**config.mk**
```make
export PLATFORM = sky130hd
export DESIGN_NAME = approx_mult
export DESIGN_NICKNAME = d
export VERILOG_FILES = /design/src/rtl/approx_mult.sv
export SDC_FILE = /design/constraint.sdc
export NUM_CORES = 1
export LEC_CHECK = 0
export BUFFER_PORTS_ARGS = -buffer_cell sky130_fd_sc_hd__buf_2
export CORE_ASPECT_RATIO = 1.4
export CORE_MARGIN = 1.5
export CORE_UTILIZATION = 40
export CTS_BUF_LIST = sky130_fd_sc_hd__clkbuf_16
export DETAILED_ROUTE_END_ITERATION = 10
export SETUP_SLACK_MARGIN = 0.1
export SYNTH_ARGS = -nofsm -noshare
export SYNTH_HDL_FRONTEND = slang
export SYNTH_SLANG_ARGS = --single-unit
```
**constraint.sdc**
```tcl
create_clock -name clk -period 0.8 [get_ports clk]
set_input_delay 0.08 -clock clk [delete_from_list [all_inputs] [get_ports clk]]
set_output_delay 0.08 -clock clk [all_outputs]
set_load 0.1 [all_outputs]
```
**src/rtl/approx_mult.sv**
```systemverilog
// Registered 8x8 unsigned approximate multiplier: low APPROX_COLS columns OR-reduced, upper columns summed exactly.
// Define APPROX_MULT_EXACT_EN to compile out the approximation and register the exact product.
module approx_mult #(
  parameter int APPROX_COLS = 8
) (
  input  logic        clk,
  input  logic        rst,
  input  logic [7:0]  a,
  input  logic [7:0]  b,
  output logic [15:0] o
);

`ifdef APPROX_MULT_EXACT_EN
  localparam int EFF_COLS = 0;
`else
  localparam int EFF_COLS = APPROX_COLS;
`endif

  localparam logic [15:0] LOWER_MASK = 16'((32'd1 << EFF_COLS) - 32'd1);

  // 3:2 carry-save compressor over whole rows; returns {sum, carry}
  function automatic logic [31:0] csa(input logic [15:0] x, input logic [15:0] y, input logic [15:0] z);
    logic [15:0] s;
    logic [15:0] maj;
    s   = x ^ y ^ z;
    maj = (x & y) | (x & z) | (y & z);
    return {s, maj << 1};
  endfunction

  logic [15:0] pp_s [8];
  logic [15:0] up_s [8];
  logic [15:0] lower_s;
  logic [15:0] s0_s, c0_s, s1_s, c1_s, s2_s, c2_s, s3_s, c3_s, s4_s, c4_s, s5_s, c5_s;
  logic [15:0] upper_s;
  logic [15:0] f_s;
  logic [15:0] o_r;

  // partial-product rows, split into OR-reduced low field and exactly summed high field
  always_comb begin
    lower_s = 16'd0;
    for (int i = 0; i < 8; i++) begin
      if (b[i]) begin
        pp_s[i] = 16'({8'd0, a} << i);
      end else begin
        pp_s[i] = 16'd0;
      end
      up_s[i] = pp_s[i] & ~LOWER_MASK;
      lower_s = lower_s | (pp_s[i] & LOWER_MASK);
    end
  end

  // carry-save tree 8 -> 6 -> 4 -> 3 -> 2 rows, then carry-propagate add
  always_comb begin
    {s0_s, c0_s} = csa(up_s[0], up_s[1], up_s[2]);
    {s1_s, c1_s} = csa(up_s[3], up_s[4], up_s[5]);
    {s2_s, c2_s} = csa(s0_s, c0_s, s1_s);
    {s3_s, c3_s} = csa(c1_s, up_s[6], up_s[7]);
    {s4_s, c4_s} = csa(s2_s, c2_s, s3_s);
    {s5_s, c5_s} = csa(s4_s, c4_s, c3_s);
    upper_s      = s5_s + c5_s;
    // upper sum has zeros in every approximated column, so OR concatenates the fields
    f_s          = upper_s | lower_s;
  end

  // output register
  always_ff @(posedge clk or posedge rst) begin
    if (rst) begin
      o_r <= 16'd0;
    end else begin
      o_r <= f_s;
    end
  end

  assign o = o_r;

endmodule

```
==> reports/metrics.csv, run 1 <==
metric;value;unit
endpoint_kind;flip-flop;
p_per_area;2630;mW/mm^2
regArea;457;sq um
crit_fanout;4;
area_delta_synth_final;75.3;%
io_pins;34;
timing.final.crit_period;2.95;ns
grt_pass1_vias;1343;
wl_per_cell;14.6;um
largest_reg_flops;16;
cts_tree;done;
relSlewSlack;79.4;%
layout_setup_ws;-2.15;ns
track_usage;20.2;%
max_freq;339;MHz
clock-root-buffer;clkbuf_16;
final_nets;252;
outcome;finished with violations;
holdPathEnd;o[3];
min_path_cells;3;
ys_seq_elements;16;
grt_pass1_wl;5840;um
cap_violations;0;
ys_seq_area_share;28.4;%
start_util;41.7;%
worst-slew-pin-transition;0.309;ns
via_per_inst;5.28;
dieArea;0.00389;sq mm
cts_max_level;1;
syn_nets;180;
critical_path_class;in -> reg;
port_buffers;33;
netlist_area;0.00141;sq mm
dp_hpwl;2910;um
num_antenna_cells;0;
die_w;53.1;um
post-place-ws;-2.56;ns
final_cells;243;
fillers;242;
initialDrtViolationCount;75;
rsz0062_at_grt;true;
ir_worst_vdd;3200;uV
antenna_found_initial;0;
avgSynthCellArea;10.7;sq um
setup_viol;24;
hold_path_class;in -> reg;
clkSinkCount;16;
synth_cell_types;25;
firstDrtPassIters;6;
p_leak;0.00117;uW
hp-start;b[0];
cp-start-kind;primary input;
coreArea;0.00338;sq mm
maxSlewViolCount;0;
synth_warnings;0;
grt_max_degree;17;
finalHoldViolations;0;
period_share;369;%
num_vias;1283;
grt-ovfl-total;0;
clock_path_buffers;2;
clk_pin_slew;0.05;ns
cp.arrival;3.08;ns
fp.dieH;73.2;um
violations;negative setup slack;
place_congestion;0.852;
ant_nets;0;
cts_made_buffers;3;
multi_input_area;0.00106;sq mm
critPathRequiredTime;0.93;ns
power;6480;uW
syn_inst;132;
rows;25;
tns;-16.14;ns
dp_cells;236;
drive_above_1_share;56.7;%
drc;0;
routed_wl;3550;um
==> per-stage QoR <==
stage / area [sq um] / utilization (%) / hold WS, ns
6_report: 2470 / 73.0 / 0.153
5_1_grt: 2470 / 73.0 / 0.182
4_1_cts: 2400 / 71.0 / 0.149
3_5_place_dp: 2220 / 65.8 / 0.101
3_3_place_gp: 2220 / 65.8 / 0.0886
2_1_floorplan: 1540 / - / -0.00596
==> report_power, final <==
part / switching (uW) / internal (uW) / leakage, uW
sequential: 173 / 1140 / 0.000170
combinational: 2450 / 1770 / 0.000961
clock: 286 / 660 / 0.0000423
total: 2910 / 3570 / 0.00117
==> cells by family after synthesis <==
family          after synthesis  synth area share, %
compound gates               25                 13.7
xor+xnor                      3                 1.87
fa+ha+maj                    30                 35.2
buf+inv                      19                 5.07
flops                        16                 28.4
simple gates                 39                 15.7
==> worst max-delay path: stages <==
cell     delay, ns
buf_12        0.09
nand2_8       0.05
fa_2          0.56
inv_2         0.04
fa_2          0.33
inv_2         0.07
fa_1          0.42
inv_2         0.08
fa_1          0.42
ha_4          0.20
fa_2          0.35
buf_4         0.14
buf_6         0.10
xor2_1        0.14
==> per-layer routing <==
| metal | track usage [%] | up-vias | routed length (um) |
|---|---|---|---|
| met2 | 36.9 | 43 | 2050 |
| met3 | 1.43 | 14 | 107 |
| met4 | 7.98 | 0 | 99 |
| met1 | 23.9 | 632 | 1300 |
| met5 | 0 | - | 0 |
| li1 | - | 594 | - |
==> how the worst max path moves through the flow <==
stage	start	endpoint	slack, ns	depth (start not counted)
final	a[4]	o[12]	-2.15	14
after global routing	b[5]	o[14]	-2.25	14
after CTS	a[4]	o[14]	-2.15	11
after detailed placement	b[5]	o[14]	-2.56	14
after global placement	b[5]	o[15]	-2.49	11
after floorplan	a[4]	o[14]	-2.24	13
==> cell usage in the layout (no fill, tap or decap), drive strengths merged, types with 3 or more instances in the layout <==
cell type,count
buf,68
nand2,7
ha,14
dfrtp,16
and2,24
clkbuf,3
a22oi,12
a222oi,3
fa,16
inv,18
==> Yosys cell counts <==
master,number,area share (%)
and2_1,24,11
inv_1,17,4.5
dfrtp_1,16,28
fa_1,16,23
ha_1,14,12
a22oi_1,12,6.4
nand2_1,7,1.9
a222oi_1,3,2.1
a21o_1,2,1.1
a21oi_1,2,0.71
clkbuf_1,2,0.53
nand3_1,2,0.71
nor2_1,2,0.53
xnor2_1,2,1.2
a211o_1,1,0.62
a211oi_1,1,0.53
a221o_1,1,0.71
a22o_1,1,0.62
and2b_1,1,0.53
nand4_1,1,0.44
nor2b_1,1,0.44
nor3b_1,1,0.53
o21a_1,1,0.53
o21ai_0,1,0.36
xor2_1,1,0.62
==> timing repair <==
action / 4_1_cts / 5_1_grt
gates cloned: 0 / 0
resized for setup: 20 / 22
endpoints found under the hold margin: 16 / 0
hold buffers: 1 / 0
pin swaps: 19 / 17
setup endpoints to repair: 25 / 25
buffers inserted: 2 / 1
==> layout make-up <==
cell class	count	area share [%]
clock buffer	3	3.04
clock inverter	1	0.152
inverter	17	2.59
multi-input combinational	97	42.8
sequential	16	18.5
tap	40	2.03
timing repair buffer	69	30.8
No activity file was read; power rests on OpenSTA's default activity.
==> inputs of run 2 (changes only) <==
CORE_ASPECT_RATIO = 1.2   (was 1.4)
MAX_ROUTING_LAYER = met4   (was not set)
==> run 2 against run 1 <==
The flow still finishes with violations (negative setup slack). Sequential cell count unchanged. Worst hold slack got worse by 0.058 ns. Final area decreased by 1.5%. Power is 0.33% lower. Combinational power barely moved. Setup slack gained 0.037 ns. Maximum frequency increased by 1.3%. Sequential share of layout area up 0.28 points. Sequential power is essentially flat. First-iteration DRC count decreased by 32%. Highest routed layer unchanged.
==> reports/metrics.csv, run 2 (synthesis gave the netlist of run 1 again) <==
metric;value;unit;change
dieArea;0.00389;sq mm;about the same
antenna_found_initial;0;;unchanged
cp.arrival;3.07;ns;was 3.08 ns
violations;negative setup slack;;unchanged
fillers;241;;was 242
endpoint_kind;flip-flop;;unchanged
area_delta_synth_final;72.7;%;was 75.3%
final_cell_mix;buf_4 (30), and2_1 (23), buf_12 (19);;was buf_4 (31), and2_1 (21), buf_12 (18)
clk_pin_slew;0.05;ns;about the same
grt_max_degree;17;;unchanged
hold_slack;0.0959;ns;was 0.153 ns
num_vias;1231;;was 1,283
grt_pass1_vias;1354;;was 1,343
place_congestion;0.952;;was 0.852
final_common_cell;buf_4;;unchanged
start_util;42.2;%;was 41.7%
clock-root-buffer;clkbuf_16;;unchanged
cts_made_buffers;3;;unchanged
cts_tree;done;;unchanged
track_usage;21.5;%;was 20.2%
p_per_area;2660;mW/mm^2;was 2630 mW/mm^2
ir_worst_vdd;3360;uV;was 3200 uV
worstPathCellList;buf_12, nand2_4, fa_2, inv_2, fa_2, inv_2, fa_1, inv_2, fa_2, ha_4, fa_2, a21o_1, a21oi_2, xnor2_1;;was buf_12, nand2_8, fa_2, inv_2, fa_2, inv_2, fa_1, inv_2, fa_1, ha_4, fa_2, buf_4, buf_6, xor2_1
cp-start-kind;primary input;;unchanged
timing.final.crit_period;2.91;ns;was 2.95 ns
critical_path_class;in -> reg;;unchanged
finalHoldViolations;0;;unchanged
clock_path_buffers;2;;unchanged
wl_per_cell;15.6;um;was 14.6 um
routed_wl;3680;um;was 3550 um
io_pins;34;;unchanged
coreArea;0.00334;sq mm;was 0.00338 sq mm
worst-slew-pin-transition;0.303;ns;was 0.309 ns
crit_path_top_delay_cell;fa_2;;unchanged
final_area;0.00243;sq mm;was 0.00247 sq mm
cap_violations;0;;unchanged
maxSlewViolCount;0;;unchanged
setup_viol;24;;unchanged
firstDrtPassIters;4;;was 6
crit_fanout;6;;was 4
drc;0;;unchanged
fp.dieH;68.0;um;was 73.2 um
post-place-ws;-2.57;ns;was -2.56 ns
num_antenna_cells;0;;unchanged
p_leak;0.00115;uW;was 0.00117 uW
rsz0062_at_grt;true;;unchanged
initialDrtViolationCount;51;;was 75
hold_path_class;in -> reg;;unchanged
dp_hpwl;2920;um;was 2910 um
cp_top_family;adder cells;;unchanged
final_cells;236;;was 243
die_w;57.2;um;was 53.1 um
ant_nets;0;;unchanged
max_freq;343;MHz;was 339 MHz
cp_num_buf_inv;4;;was 6
period_share;364;%;was 369%
port_buffers;33;;unchanged
drive_above_1_share;54.8;%;was 56.7%
dp_cells;228;;was 236
postPlaceCellArea;0.00218;sq mm;was 0.00222 sq mm
cts_max_level;1;;unchanged
crit_top_cell;fa_2;;
critPathRequiredTime;0.96;ns;was 0.93 ns
outcome;finished with violations;;unchanged
grt_pass1_wl;6170;um;was 5840 um
crit_path_max_incr_delay;0.56;ns;about the same
layout_setup_ws;-2.11;ns;was -2.15 ns
rows;23;;was 25
grt-ovfl-total;0;;unchanged
via_per_inst;5.22;;was 5.28
final_nets;248;;was 252
largest_reg_flops;16;;unchanged
relSlewSlack;79.8;%;was 79.4%
clkSinkCount;16;;unchanged
-- run 2: changes by cell type in the layout (fill, tap and decap cells not counted), sizes merged --
| cell | delta |
|---|---|
| buf | -4 |
-- run 2: where the power goes --
group | leakage, uW | internal, uW | switching (uW)
sequential | 0.000170 | 1140 | 170
clock | 0.0000423 | 660 | 290
combinational | 0.000937 | 1740 | 2460
-- run 2: layout make-up --
class | instances | area [sq um] | share of cell area (%)
multi-input combinational | 97 | 1070 | 44.1
clock buffer | 3 | 75.1 | 3.09
timing repair buffer | 65 | 713 | 29.3
sequential | 16 | 457 | 18.8
clock inverter | 1 | 3.75 | 0.154
inverter | 17 | 63.8 | 2.62
tap | 37 | 46.3 | 1.90
-- run 2: timing repair --
| item | 4_1_cts | 5_1_grt |
|---|---|---|
| endpoints found under the hold margin | 16 | 0 |
| gates resized for setup | 32 | 4 |
| setup buffers | 3 | 0 |
| setup endpoints to repair | 24 | 25 |
| hold buffers | 1 | 0 |
| pin swaps | 13 | 6 |
-- run 2: stage by stage --
step | power (uW) | utilization [%] | setup TNS, ns
after floorplan | 3650 | - | -14.43
after global placement | 5130 | 65.3 | -16.64
after detailed placement | 5210 | 65.3 | -16.99
after CTS | 6500 | 72.5 | -15.98
after global routing | 6770 | 72.8 | -16.77
final | 6460 | 72.8 | -15.96
-- run 2: worst paths after layout --
| path | startpoint | endpoint | cells after the start |
|---|---|---|---|
| max in group asynchronous | rst | o[15] | 4 |
| min in group asynchronous | rst | o[0] | 4 |
| hold / removal | b[5] | o[6] | 3 |
| setup / recovery | b[4] | o[14] | 14 |
-- run 2: per-layer routing --
layer / wire, um / share of wire [%] / vias up / GRT usage (%)
li1: - / - / 584 / -
met1: 1530 / 42 / 619 / 26.7
met2: 2020 / 55 / 24 / 37.6
met3: 76 / 2.1 / 4 / 1.13
met4: 56 / 1.5 / 0 / 7.56
met5: 0 / 0 / - / -
==> inputs of run 3 (changes only) <==
CORE_UTILIZATION = 48   (was 40)
GPL_ROUTABILITY_DRIVEN = 0   (was not set)
HOLD_SLACK_MARGIN = 0.12   (was not set)
PLACE_DENSITY = 0.76   (was not set)
==> run 3 against run 2 <==
Clock power up 0.9%. The flow still finishes with violations (negative setup slack). Highest routed layer unchanged. Non-clock buffer count up 7. Final cell count up 1.7%. Sequential share of layout area down 0.55 points. Die area down 16%. Worst hold slack better by 0.088 ns. First-iteration DRC count up 45%. Critical endpoint unchanged. Clock-buffer cell count unchanged. Core utilization up 17 points. Critical path depth unchanged. Sequential power about the same. Largest cell class unchanged. Maximum frequency down 8.2%.
==> reports/metrics.csv, run 3 (synthesis gave the netlist of run 1 again) <==
metric;value;unit;change
rsz0062_at_grt;true;;unchanged
grt_pass1_wl;7720;um;was 6170 um
track_usage;33.2;%;was 21.5%
power;6750;uW;was 6460 uW
critical_path_class;in -> reg;;unchanged
start_util;50.5;%;was 42.2%
drive_above_1_share;54.9;%;was 54.8%
critPathRequiredTime;0.96;ns;about the same
largest_reg_flops;16;;unchanged
routed_wl;5440;um;was 3680 um
port_buffers;33;;unchanged
hold_path_class;in -> reg;;unchanged
dp_hpwl;3070;um;was 2920 um
clkSinkCount;16;;unchanged
via_per_inst;6.06;;was 5.22
endpoint_kind;flip-flop;;unchanged
clk_pin_slew;0.05;ns;about the same
p_per_area;2690;mW/mm^2;was 2660 mW/mm^2
initialDrtViolationCount;74;;was 51
fp.dieH;62.3;um;was 68.0 um
p_leak;0.00119;uW;was 0.00115 uW
firstDrtPassIters;4;;unchanged
postLayoutCoreUtil;89.9;%;was 72.8%
worst-slew-pin-transition;0.409;ns;was 0.303 ns
outcome;finished with violations;;unchanged
seqPwrFrac;19.6;%;was 20.3%
cap_violations;0;;unchanged
drc;0;;unchanged
final_cell_mix;buf_4 (30), and2_1 (22), buf_12 (18);;was buf_4 (30), and2_1 (23), buf_12 (19)
grt_pass1_vias;1617;;was 1,354
cp-start-kind;primary input;;unchanged
clock-root-buffer;clkbuf_16;;unchanged
timing.final.crit_period;3.17;ns;was 2.91 ns
final_common_cell;buf_4;;unchanged
fillers;110;;was 241
regArea;457;sq um;unchanged
clkPwrFrac;14.2;%;was 14.7%
dieArea;0.00327;sq mm;was 0.00389 sq mm
tns;-17.31;ns;was -15.96 ns
io_pins;34;;unchanged
setup_viol;24;;unchanged
combPwrFrac;66.2;%;was 65.0%
num_vias;1455;;was 1,231
relSlewSlack;72.7;%;was 79.8%
p_int;3630;uW;was 3540 uW
post-place-ws;-2.60;ns;was -2.57 ns
clock_path_buffers;2;;unchanged
finalHoldViolations;0;;unchanged
grt_max_degree;17;;unchanged
ant_nets;0;;unchanged
rows;21;;was 23
multi_input_area;0.00105;sq mm;was 0.00107 sq mm
die_w;52.4;um;was 57.2 um
period_share;397;%;was 364%
antenna_found_initial;0;;unchanged
maxSlewViolCount;0;;unchanged
ir_worst_vdd;3040;uV;was 3360 uV
wl_per_cell;22.7;um;was 15.6 um
p_sw_share;46.2;%;was 45.2%
cp.arrival;3.33;ns;was 3.07 ns
cts_max_level;1;;unchanged
crit_fanout;5;;was 6
violations;negative setup slack;;unchanged
max_freq;315;MHz;was 343 MHz
coreArea;0.00279;sq mm;was 0.00334 sq mm
cts_made_buffers;3;;unchanged
layout_setup_ws;-2.37;ns;was -2.11 ns
grt-ovfl-total;0;;unchanged
area_delta_synth_final;78.0;%;was 72.7%
cts_tree;done;;unchanged
num_antenna_cells;0;;unchanged
final_nets;255;;was 248
switchingPower;3120;uW;was 2920 uW
[run 3: cell count changes in the layout (fill, tap and decap cells not counted), moves of 2 or more]
cell and change:
buf_2 -5, buf_6 +13, fa_1 +3, fa_2 -3, nand2_2 +2, nand2_4 -2
[run 3: per-stage QoR]
stage	instances	hold slack (ns)	area (sq um)
5_1_grt	240	0.192	2500
3_3_place_gp	228	0.0878	2200
6_report	240	0.184	2500
3_5_place_dp	228	0.100	2200
2_1_floorplan	132	-0.00596	1540
4_1_cts	235	0.172	2370
[run 3: worst paths after layout]
check                      cells after the start  start    end
worst min-delay path                           3   b[3]   o[7]
worst max-delay path                          14   b[4]  o[14]
min in group asynchronous                      4    rst  o[15]
max in group asynchronous                      4    rst   o[4]
[run 3: per-layer routing]
metal	routed length (um)	share of wire [%]	up-vias	global-route usage, %
met5	0	0	-	-
met4	319	5.9	0	20.8
met3	339	6.2	26	4.57
li1	-	-	596	-
met1	1840	34	731	33.9
met2	2940	54	102	57.3
[run 3: what timing repair did]
action,4_1_cts,5_1_grt
pin swaps,16,15
buffers inserted,2,6
endpoints found under the setup margin,26,27
endpoints found under the hold margin,16,0
cloned,0,0
hold buffers,1,0
gates resized for setup,20,24
[run 3: layout make-up]
type	instances	share of cell area, %
clock inverters	1	0.150
repair buffers	72	32.5
flip-flops and latches	16	18.2
inverters	17	2.55
clock buffers	3	3.00
well taps	34	1.70
multi-input cells	97	41.9
[run 3: power by group through the flow]
| stage | clock, uW | combinational [uW] | sequential [uW] |
|---|---|---|---|
| after floorplan | 0 | 919 | 2730 |
| after global placement | 0 | 3800 | 1320 |
| after detailed placement | 0 | 3900 | 1330 |
| after CTS | 955 | 4050 | 1320 |
| after global routing | 1010 | 4640 | 1350 |
| final | 959 | 4470 | 1320 |
[run 3: worst max-delay path, stage by stage]
cell	delay [ns]
buf_6	0.10
nand2_2	0.07
fa_1	0.40
inv_2	0.09
fa_1	0.45
inv_2	0.11
fa_1	0.43
inv_2	0.07
fa_1	0.46
ha_4	0.20
fa_2	0.35
a21o_1	0.19
a21oi_2	0.17
xnor2_1	0.15
